$ cat src/rtl/count_monitor.sv
// Watches a 3-bit up/down counter and checks that each sample follows its predecessor.
// Reports matches, wraps and mismatches, counts errors, and latches FAULT on repeated misses.
module count_monitor #(
  parameter int unsigned ERR_W   = 8,
  parameter int unsigned FAULT_N = 3
) (
  input  logic             clk,
  input  logic             rst,
  input  logic             en,
  input  logic             mod,
  input  logic [2:0]       count,
  input  logic             clr_err,
  output logic             match,
  output logic             mismatch,
  output logic             wrap_up,
  output logic             wrap_dn,
  output logic [ERR_W-1:0] err_cnt,
  output logic             locked,
  output logic             fault
);

  typedef enum logic [1:0] {StIdle, StSync, StTrack, StFault} state_e;

  localparam logic [ERR_W-1:0] ErrMax = '1;
  localparam logic [ERR_W-1:0] ErrOne = ERR_W'(1);

  state_e             state_q, state_d;
  logic [2:0]         prev_count_q, prev_count_d;
  logic               prev_mod_q, prev_mod_d;
  logic [1:0]         miss_q, miss_d;
  logic [ERR_W-1:0]   err_cnt_q, err_cnt_d;
  logic               match_q, match_d;
  logic               mismatch_q, mismatch_d;
  logic               wrap_up_q, wrap_up_d;
  logic               wrap_dn_q, wrap_dn_d;
  logic               locked_q, locked_d;
  logic               fault_q, fault_d;

  logic [2:0] exp_count;
  logic       compare;
  logic       equal;
  logic       miss_hit;

  assign exp_count = prev_mod_q ? 3'(prev_count_q + 3'd1) : 3'(prev_count_q - 3'd1);
  assign compare   = en && (state_q == StTrack);
  assign equal     = (count == exp_count);
  // This miss would bring the consecutive run up to the fault threshold.
  assign miss_hit  = (32'(miss_q) + 32'd1) >= FAULT_N;

  always_ff @(posedge clk or negedge rst) begin
    if (!rst) begin
      state_q <= StIdle;
    end else begin
      state_q <= state_d;
    end
  end

  always_comb begin
    state_d = state_q;
    unique case (state_q)
      StIdle:  if (en) state_d = StSync;
      StSync:  state_d = en ? StTrack : StIdle;
      StTrack: begin
        if (!en) begin
          state_d = StIdle;
        end else if (!equal && miss_hit) begin
          state_d = StFault;
        end
      end
      StFault: if (!en) state_d = StIdle;
      default: state_d = StIdle;
    endcase
  end

  always_comb begin
    prev_count_d = en ? count : prev_count_q;
    prev_mod_d   = en ? mod : prev_mod_q;
    match_d      = compare && equal;
    mismatch_d   = compare && !equal;
    wrap_up_d    = compare && equal && prev_mod_q && (prev_count_q == 3'd7);
    wrap_dn_d    = compare && equal && !prev_mod_q && (prev_count_q == 3'd0);
    // Consecutive-miss run only lives while tracking; any resync starts it afresh.
    if (compare) begin
      miss_d = equal ? 2'd0 : 2'(miss_q + 2'd1);
    end else begin
      miss_d = 2'd0;
    end
    err_cnt_d = err_cnt_q;
    if (clr_err) begin
      err_cnt_d = mismatch_d ? ErrOne : '0;
    end else if (mismatch_d && (err_cnt_q != ErrMax)) begin
      err_cnt_d = err_cnt_q + ErrOne;
    end
    locked_d = (state_d == StTrack);
    fault_d  = (state_d == StFault);
  end

  always_ff @(posedge clk or negedge rst) begin
    if (!rst) begin
      prev_count_q <= 3'd0;
      prev_mod_q   <= 1'b0;
      miss_q       <= 2'd0;
      err_cnt_q    <= '0;
      match_q      <= 1'b0;
      mismatch_q   <= 1'b0;
      wrap_up_q    <= 1'b0;
      wrap_dn_q    <= 1'b0;
      locked_q     <= 1'b0;
      fault_q      <= 1'b0;
    end else begin
      prev_count_q <= prev_count_d;
      prev_mod_q   <= prev_mod_d;
      miss_q       <= miss_d;
      err_cnt_q    <= err_cnt_d;
      match_q      <= match_d;
      mismatch_q   <= mismatch_d;
      wrap_up_q    <= wrap_up_d;
      wrap_dn_q    <= wrap_dn_d;
      locked_q     <= locked_d;
      fault_q      <= fault_d;
    end
  end

  assign match    = match_q;
  assign mismatch = mismatch_q;
  assign wrap_up  = wrap_up_q;
  assign wrap_dn  = wrap_dn_q;
  assign err_cnt  = err_cnt_q;
  assign locked   = locked_q;
  assign fault    = fault_q;

endmodule

$ cat config.mk
export PLATFORM = sky130hd
export DESIGN_NAME = count_monitor
export DESIGN_NICKNAME = d
export VERILOG_FILES = /design/src/rtl/count_monitor.sv
export SDC_FILE = /design/constraint.sdc
export NUM_CORES = 1
export LEC_CHECK = 0
export ABC_AREA = 1
export CAP_MARGIN = 25
export CORE_AREA = 2 2 55 57
export CTS_CLUSTER_DIAMETER = 100
export DETAILED_ROUTE_END_ITERATION = 10
export DIE_AREA = 0 0 57 59
export GPL_ROUTABILITY_DRIVEN = 0
export PLACE_DENSITY_LB_ADDON = 0.2
export SKIP_LAST_GASP = 1
export SYNTH_ARGS = -nofsm -noshare
export SYNTH_HDL_FRONTEND = slang
export SYNTH_SLANG_ARGS = --single-unit
$ cat constraint.sdc
create_clock -name clk -period 1.6 [get_ports clk]
set_input_delay 0.32 -clock clk [delete_from_list [all_inputs] [get_ports clk]]
set_output_delay 0.32 -clock clk [all_outputs]
set_load 0.05 [all_outputs]
==> results_tabular.tex, run 1 <==
\begin{tabular}{lr}
\hline
Metric & Value \\
\hline
\multicolumn{2}{l}{\textbf{Status}} \\
Outcome & complete, but fails checks \\
Violations in the final reports & setup timing \\
\multicolumn{2}{l}{\textbf{Route}} \\
Total DRC errors in the routed layout & 0 \\
Wire length per cell after detailed routing & 12.0 um \\
Average vias per placed instance & 4.89 \\
Count of nets left with antenna violations after detail routing & 0 \\
Top Metal Used & met4 \\
Total met2 wirelength after detailed routing & 1280 um \\
Met1 wire length & 1130 um \\
Routed Wire Length & 2580 um \\
Total vias in the final route & 1057 \\
Iteration-0 DRC Markers & 17 \\
Wire length on met3 & 134 um \\
First-pass detailed-route iteration total & 4 \\
\multicolumn{2}{l}{\textbf{Flow run}} \\
Max-cap violations & 0 \\
\multicolumn{2}{l}{\textbf{Setup path}} \\
Required @ worst endpoint & 1820 ps \\
Cell with the biggest individual delay on the critical path & sky130\_fd\_sc\_hd\_\_fa\_2 \\
Terminus of the critical flop-to-flop path & err\_cnt[6]\$\_DFFE\_PN0P\_ \\
Ordered list of cells on the worst path & inv\_2, fa\_2, xor2\_2, nor2\_2, nand2\_4, nand3\_4, buf\_6, nand3\_2, nand2\_1 \\
Data arrival, critical path & 2030 ps \\
CP startpoint kind & flop \\
Reg-to-reg setup timing slack & -210 ps \\
Max FO, Critical Path & 5 \\
R2r startpoint & prev\_mod\_q\$\_DFFE\_PN0P\_ \\
Critical Setup Path Class & flop to flop \\
R2R depth & 9 \\
CP Capture Type & flop \\
Critical path's largest stage delay & 580 ps \\
\multicolumn{2}{l}{\textbf{Logic synthesis}} \\
Synth cell count leaders & sky130\_fd\_sc\_hd\_\_nand2\_1, sky130\_fd\_sc\_hd\_\_dfrtp\_1, sky130\_fd\_sc\_hd\_\_nor2\_1 \\
Count of unique library cells instantiated by Yosys & 25 \\
Leading cell types by total area after synthesis & sky130\_fd\_sc\_hd\_\_dfrtp\_1, sky130\_fd\_sc\_hd\_\_nand2\_1, sky130\_fd\_sc\_hd\_\_nand3\_1, sky130\_fd\_sc\_hd\_\_nor2\_1, sky130\_fd\_sc\_hd\_\_inv\_1 \\
Synthesized net count & 158 \\
Mean post-synth cell area & 8.24 sq um \\
Ys flop type & sky130\_fd\_sc\_hd\_\_dfrtp\_1 \\
Total number of yosys warnings & 0 \\
Area fraction of the dominant cell type after synthesis & 45.8\% \\
Most instantiated library cell after synthesis & sky130\_fd\_sc\_hd\_\_nand2\_1 \\
Share of the yosys chip area belonging to registers & 45.8\% \\
Gate count of the mapped netlist & 146 \\
Post-synthesis sequential element count & 22 \\
Share of flip-flops with an asynchronous set or reset & 100\% \\
Cell taking the most area after synthesis & sky130\_fd\_sc\_hd\_\_dfrtp\_1 \\
Area of the mapped netlist & 1200 sq um \\
Post-synth EDFFs & 0 \\
\multicolumn{2}{l}{\textbf{Timing}} \\
Setup-violating endpoint count in the final report & 17 \\
Max Clock Freq & 553 MHz \\
Worst setup slack after layout & -208 ps \\
Final Hold Fails & 0 \\
Max Clock Skew & 3.58 ps \\
Transition at the pin with the smallest max-transition slack & 352 ps \\
Setup repair after global routing missed its margin & true \\
Post-route minimum period & 1810 ps \\
Pins over their slew limit & 0 \\
Final period utilization & 113\% \\
Slew Limit Headroom & 76.4\% \\
Setup Total Neg Slack & -2440 ps \\
\multicolumn{2}{l}{\textbf{CTS}} \\
Clock root cell & sky130\_fd\_sc\_hd\_\_clkbuf\_4 \\
CTS tree & built \\
CTS Sinks & 22 \\
Insertion delay of the later-clocked pin in the worst-skew pair & 310 ps \\
Inserted Clock Buffers & 3 \\
Number of buffers on the longest clock path & 2 \\
Number of H-tree levels & 1 \\
Clock transition at the registers of the reported paths & 130 ps \\
\multicolumn{2}{l}{\textbf{Final layout}} \\
\# nets final & 198 \\
Proportion of layout cells with a drive suffix above 1 & 34.1\% \\
Antenna diodes & 0 \\
Synthesis-to-layout area growth & 45.1\% \\
Utilization after layout & 64.4\% \\
\multicolumn{2}{l}{\textbf{Global routing}} \\
Global-route wire length before repair & 4510 um \\
Remaining global-route overflow & 0 \\
Antenna violations before repair & 0 \\
Largest net degree at the start of global routing & 23 \\
Total track usage & 17.3\% \\
Via count of the first global-routing pass & 1093 \\
\multicolumn{2}{l}{\textbf{Floorplanning}} \\
Core ar. & 2710 sq um \\
DIE WIDTH & 57 um \\
Starting utilization of the core area & 44.4\% \\
Die height & 59 um \\
Cell row count & 19 \\
Total Die Area & 3360 sq um \\
Number of ports placed on the die boundary & 22 \\
\multicolumn{2}{l}{\textbf{Power and ir drop}} \\
Internal power component & 1.03 mW \\
Peak VDD IR & 1.49 mV \\
Power density over the cells & 857 nW/um\^{}2 \\
Sw Share & 30.9\% \\
Proportion of power drawn by the clock network & 29.0\% \\
Power dissipated by switching net loads & 0.462 mW \\
Leakage power summed over all cells & 0.882 nW \\
Register share of total power & 41.3\% \\
Fraction of power consumed by combinational cells & 29.8\% \\
\multicolumn{2}{l}{\textbf{Hold path}} \\
Worst min path class & primary input to asynchronous set/reset pin \\
\multicolumn{2}{l}{\textbf{Placement}} \\
Sum of net half-perimeters after detailed placement & 1820 um \\
Count of input and output buffers & 21 \\
\hline
\end{tabular}
## sequential cells by signal, indices dropped and copies added (netlist names)
register / flops
err_cnt: 8
fault: 1
locked: 1
match: 1
mismatch: 1
miss_q: 2
prev_count_q: 3
prev_mod_q: 1
state_q: 2
wrap_dn: 1
wrap_up: 1
## layout make-up
cell class	instances	area (sq um)
Clock buffer	3	22.5
Clock inverter	1	30.0
Fill cell	223	966
Inverter	21	78.8
Multi-Input combinational cell	102	629
Sequential cell	22	553
Tap cell	31	38.8
Timing Repair Buffer	36	392
## critical path: cells and delay by family, from the launching register on
family	cells	cell delay [ps]
buffers and inverters	2	220
adders and majority gates	1	580
and+or+nand+nor	5	380
DFF	1	380
xor gates and xnor gates	1	150
## power groups by stage
| stage | sequential (mW) | combinational [mW] | clock (mW) |
|---|---|---|---|
| 3_3_place_gp | 0.625 | 0.398 | 0 |
| 4_1_cts | 0.616 | 0.420 | 0.442 |
| 6_report | 0.617 | 0.445 | 0.433 |
| 5_1_grt | 0.622 | 0.486 | 0.473 |
| 2_1_floorplan | 0.703 | 0.156 | 0 |
| 3_5_place_dp | 0.627 | 0.406 | 0 |
## layer usage
metal  vias up  track usage (%)
li1        530                -
met1       499             22.2
met2        24             27.4
met3         4             5.24
met4         0             7.31
met5         -                0
## per-stage QoR
stage          setup WS, ps  power [mW]  hold WS (ps)  area [sq um]  cells
6_report               -208        1.50           330          1740    216
3_3_place_gp           -134        1.02           444          1600    208
5_1_grt                -294        1.58           345          1740    216
2_1_floorplan         -91.4       0.859          24.4          1200    146
3_5_place_dp           -171        1.03           456          1600    208
4_1_cts                -172        1.48           338          1670    214
## logic make-up after synthesis
group	share of synthesized area, %
DFF	45.8
AOI/OAI and AO/OA	2.29
and+or+nand+nor	35.2
adders and majority gates	4.79
xor gates and xnor gates	4.37
buffers and inverters	7.60
## worst max-delay path by stage
stage                                start                      to  slack, ps
5_1_grt        prev_count_q[1]$_DFFE_PN0P_  err_cnt[3]$_DFFE_PN0P_       -290
3_3_place_gp   prev_count_q[0]$_DFFE_PN0P_  err_cnt[4]$_DFFE_PN0P_       -130
2_1_floorplan  prev_count_q[0]$_DFFE_PN0P_  err_cnt[0]$_DFFE_PN0P_        -90
3_5_place_dp   prev_count_q[0]$_DFFE_PN0P_  err_cnt[3]$_DFFE_PN0P_       -170
6_report            prev_mod_q$_DFFE_PN0P_  err_cnt[6]$_DFFE_PN0P_       -210
4_1_cts        prev_count_q[0]$_DFFE_PN0P_  err_cnt[3]$_DFFE_PN0P_       -170
## cell usage in the layout, fill, tap and decap left out, types with 2 or more instances in the layout
master                            instances
sky130_fd_sc_hd__nand2_2                 10
sky130_fd_sc_hd__buf_12                   8
sky130_fd_sc_hd__dfrtp_1                 20
sky130_fd_sc_hd__dfrtp_2                  2
sky130_fd_sc_hd__ha_1                     3
sky130_fd_sc_hd__clkbuf_4                 3
sky130_fd_sc_hd__nand2_1                 29
sky130_fd_sc_hd__clkdlybuf4s50_1          7
sky130_fd_sc_hd__nor2_4                   2
sky130_fd_sc_hd__nand2_4                  2
sky130_fd_sc_hd__xor2_1                   4
sky130_fd_sc_hd__nand3_1                 13
sky130_fd_sc_hd__nor4_2                   2
sky130_fd_sc_hd__nor2_1                  19
sky130_fd_sc_hd__buf_4                   20
sky130_fd_sc_hd__nand3_2                  4
sky130_fd_sc_hd__inv_1                   18
sky130_fd_sc_hd__inv_2                    2
sky130_fd_sc_hd__o21ai_0                  4
## timing repair
action                                  CTS  global route
endpoints found under the setup margin   14            17
gates cloned                              1             0
hold buffers                              0             0
buffers inserted                          1             2
resized for setup                         2            12
pin swaps                                 3             9
Note: power is estimated with default switching activity, not from simulation.
==> run 2, diff against run 1 <==
--- a/config.mk
+++ b/config.mk
@@ -6,11 +6,11 @@
 export NUM_CORES = 1
 export LEC_CHECK = 0
 export ABC_AREA = 1
-export CAP_MARGIN = 25
-export CORE_AREA = 2 2 55 57
+export CAP_MARGIN = 20
+export CORE_AREA = 2 2 50 52
 export CTS_CLUSTER_DIAMETER = 100
 export DETAILED_ROUTE_END_ITERATION = 10
-export DIE_AREA = 0 0 57 59
+export DIE_AREA = 0 0 52 54
 export GPL_ROUTABILITY_DRIVEN = 0
 export PLACE_DENSITY_LB_ADDON = 0.2
 export SKIP_LAST_GASP = 1
==> constraint.sdc (replaced) <==
create_clock -name clk -period 2.35 [get_ports clk]
set_input_delay 0.47 -clock clk [delete_from_list [all_inputs] [get_ports clk]]
set_output_delay 0.47 -clock clk [all_outputs]
set_load 0.05 [all_outputs]
==> results_tabular.tex, run 2 (same netlist as run 1, synthesis figures left out) <==
\begin{tabular}{lr}
\hline
Metric & Value \\
\hline
\multicolumn{2}{l}{\textbf{Hold path}} \\
Worst min path class & flop to flop \\
Cells on Worst Hold Path & 1 \\
\multicolumn{2}{l}{\textbf{Power and ir drop}} \\
Fraction of power consumed by combinational cells & 27.0\% \\
Sw Share & 33.3\% \\
Proportion of power drawn by the clock network & 20.1\% \\
Leakage power summed over all cells & 0.752 nW \\
Power dissipated by switching net loads & 0.270 mW \\
Register share of total power & 52.9\% \\
Power density over the cells & 547 nW/um\^{}2 \\
Peak VDD IR & 0.447 mV \\
Internal power component & 0.542 mW \\
Final total power & 0.812 mW \\
\multicolumn{2}{l}{\textbf{Setup path}} \\
CP Capture Type & output pin \\
Max FO, Critical Path & 7 \\
Top delay family on crit path & buffers and inverters \\
Buffers and inverters on the worst path & 1 \\
R2R depth & 8 \\
Required @ worst endpoint & 1880 ps \\
Number of gates on the worst path with buffers counted & 1 \\
CP startpoint kind & flop \\
Data arrival, critical path & 1620 ps \\
Critical Setup Path Class & flop to output pin \\
Cell with the biggest individual delay on the critical path & sky130\_fd\_sc\_hd\_\_clkdlybuf4s50\_1 \\
Ordered list of cells on the worst path & clkdlybuf4s50\_1 \\
Critical path's largest stage delay & 850 ps \\
\multicolumn{2}{l}{\textbf{Route}} \\
Total DRC errors in the routed layout & 0 \\
Total vias in the final route & 978 \\
Routed Wire Length & 2180 um \\
Wire length per cell after detailed routing & 10.9 um \\
Iteration-0 DRC Markers & 11 \\
First-pass detailed-route iteration total & 4 \\
Average vias per placed instance & 4.87 \\
Count of nets left with antenna violations after detail routing & 0 \\
\multicolumn{2}{l}{\textbf{Floorplanning}} \\
Die height & 54 um \\
DIE WIDTH & 52 um \\
Total Die Area & 2810 sq um \\
Starting utilization of the core area & 51.8\% \\
Number of ports placed on the die boundary & 22 \\
Cell row count & 18 \\
Core ar. & 2320 sq um \\
\multicolumn{2}{l}{\textbf{CTS}} \\
Number of buffers on the longest clock path & 2 \\
CTS tree & built \\
Clock root cell & sky130\_fd\_sc\_hd\_\_clkbuf\_4 \\
Number of gates given a new drive strength after cts & 0 \\
CTS Sinks & 22 \\
Post CTS Setup Buffer Count & 0 \\
Count of hold-fix buffers inserted at cts & 0 \\
Clock transition at the registers of the reported paths & 110 ps \\
Number of H-tree levels & 1 \\
Insertion delay of the later-clocked pin in the worst-skew pair & 300 ps \\
Inserted Clock Buffers & 3 \\
\multicolumn{2}{l}{\textbf{Final layout}} \\
Synthesis-to-layout area growth & 23.3\% \\
Proportion of layout cells with a drive suffix above 1 & 12.9\% \\
Register area & 551 sq um \\
Fill cell instance count of the final layout & 206 \\
Max reg flops & 8 \\
Leading cell type in the layout, fill and taps excluded & sky130\_fd\_sc\_hd\_\_nand2\_1 \\
\# nets final & 185 \\
Antenna diodes & 0 \\
Area used by multi-input combinational logic & 561 sq um \\
Commonest cells after routing, fill and taps aside & sky130\_fd\_sc\_hd\_\_nand2\_1, sky130\_fd\_sc\_hd\_\_dfrtp\_1, sky130\_fd\_sc\_hd\_\_clkdlybuf4s50\_1, sky130\_fd\_sc\_hd\_\_nor2\_1, sky130\_fd\_sc\_hd\_\_inv\_1 \\
\multicolumn{2}{l}{\textbf{Timing}} \\
Final period utilization & 89.0\% \\
Transition at the pin with the smallest max-transition slack & 498 ps \\
Slew Limit Headroom & 66.7\% \\
Pins over their slew limit & 0 \\
Max Clock Skew & 4.90 ps \\
Worst hold slack across all endpoints & 482 ps \\
Setup-violating endpoint count in the final report & 0 \\
Setup repair after global routing missed its margin & false \\
Final Hold Fails & 0 \\
Post-route minimum period & 2090 ps \\
Max Clock Freq & 478 MHz \\
Setup Total Neg Slack & 0 ps \\
\multicolumn{2}{l}{\textbf{Global routing}} \\
Largest net degree at the start of global routing & 23 \\
Remaining global-route overflow & 0 \\
Global-route wire length before repair & 3860 um \\
Via count of the first global-routing pass & 935 \\
Antenna violations before repair & 0 \\
Total track usage & 18.6\% \\
\multicolumn{2}{l}{\textbf{Status}} \\
Outcome & complete, no violations \\
\multicolumn{2}{l}{\textbf{Flow run}} \\
Max-cap violations & 0 \\
\multicolumn{2}{l}{\textbf{Placement}} \\
Sum of net half-perimeters after detailed placement & 1750 um \\
Count of input and output buffers & 21 \\
\hline
\end{tabular}
-- run 2: cell types whose count changed in the layout (fill, tap and decap cells not counted), sizes merged --
cell,delta
buf,-26
bufinv,-1
clkdlybuf4s50,+14
nand3,-1
-- run 2: path summary, 6_finish.rpt --
path	slack [ps]	to	from
min in group asynchronous	500	prev_count_q[1]$_DFFE_PN0P_	rst
max in group asynchronous	1630	miss_q[1]$_DFF_PN0_	rst
setup reg to reg	520	err_cnt[4]$_DFFE_PN0P_	prev_count_q[0]$_DFFE_PN0P_
hold / removal	480	miss_q[0]$_DFF_PN0_	miss_q[0]$_DFF_PN0_
setup / recovery	260	err_cnt[2]	err_cnt[2]$_DFFE_PN0P_
hold reg to reg	480	miss_q[0]$_DFF_PN0_	miss_q[0]$_DFF_PN0_
-- run 2: metrics by stage --
step	instances	worst slack (ps)	instance area (sq um)	utilization, %
2_1_floorplan	146	615	1200	-
3_3_place_gp	198	550	1460	62.9
3_5_place_dp	198	501	1460	62.9
4_1_cts	201	247	1480	63.9
5_1_grt	201	190	1480	63.9
6_report	201	258	1480	63.9
-- run 2: layout make-up --
type,count,area share (%)
multi-input cells,101,37.8
flip-flops and latches,22,37.1
repair buffers,24,15.7
inverters,21,5.32
well taps,30,2.53
clock buffers,3,1.52
-- run 2: power groups by stage --
| stage | combinational (mW) | sequential [mW] | clock [mW] |
|---|---|---|---|
| after detailed placement | 0.221 | 0.436 | 0 |
| after global placement | 0.216 | 0.435 | 0 |
| after CTS | 0.222 | 0.430 | 0.169 |
| final | 0.219 | 0.429 | 0.163 |
| after floorplan | 0.106 | 0.477 | 0 |
| after global routing | 0.241 | 0.434 | 0.189 |
-- run 2: layer usage --
layer	up-vias	GRT usage (%)	part of all wire, %
met5	-	0	0
met4	0	6.58	0.73
met3	2	2.50	3.8
met2	19	33.3	51
met1	455	22.9	45
li1	502	-	-
==> run 3, diff against run 2 <==
--- a/config.mk
+++ b/config.mk
@@ -12,6 +12,7 @@
 export DETAILED_ROUTE_END_ITERATION = 10
 export DIE_AREA = 0 0 52 54
 export GPL_ROUTABILITY_DRIVEN = 0
+export HOLD_SLACK_MARGIN = 0.12
 export PLACE_DENSITY_LB_ADDON = 0.2
 export SKIP_LAST_GASP = 1
 export SYNTH_ARGS = -nofsm -noshare
==> results of run 3 <==
Final layout, timing and power as in run 2 (identical DEF).
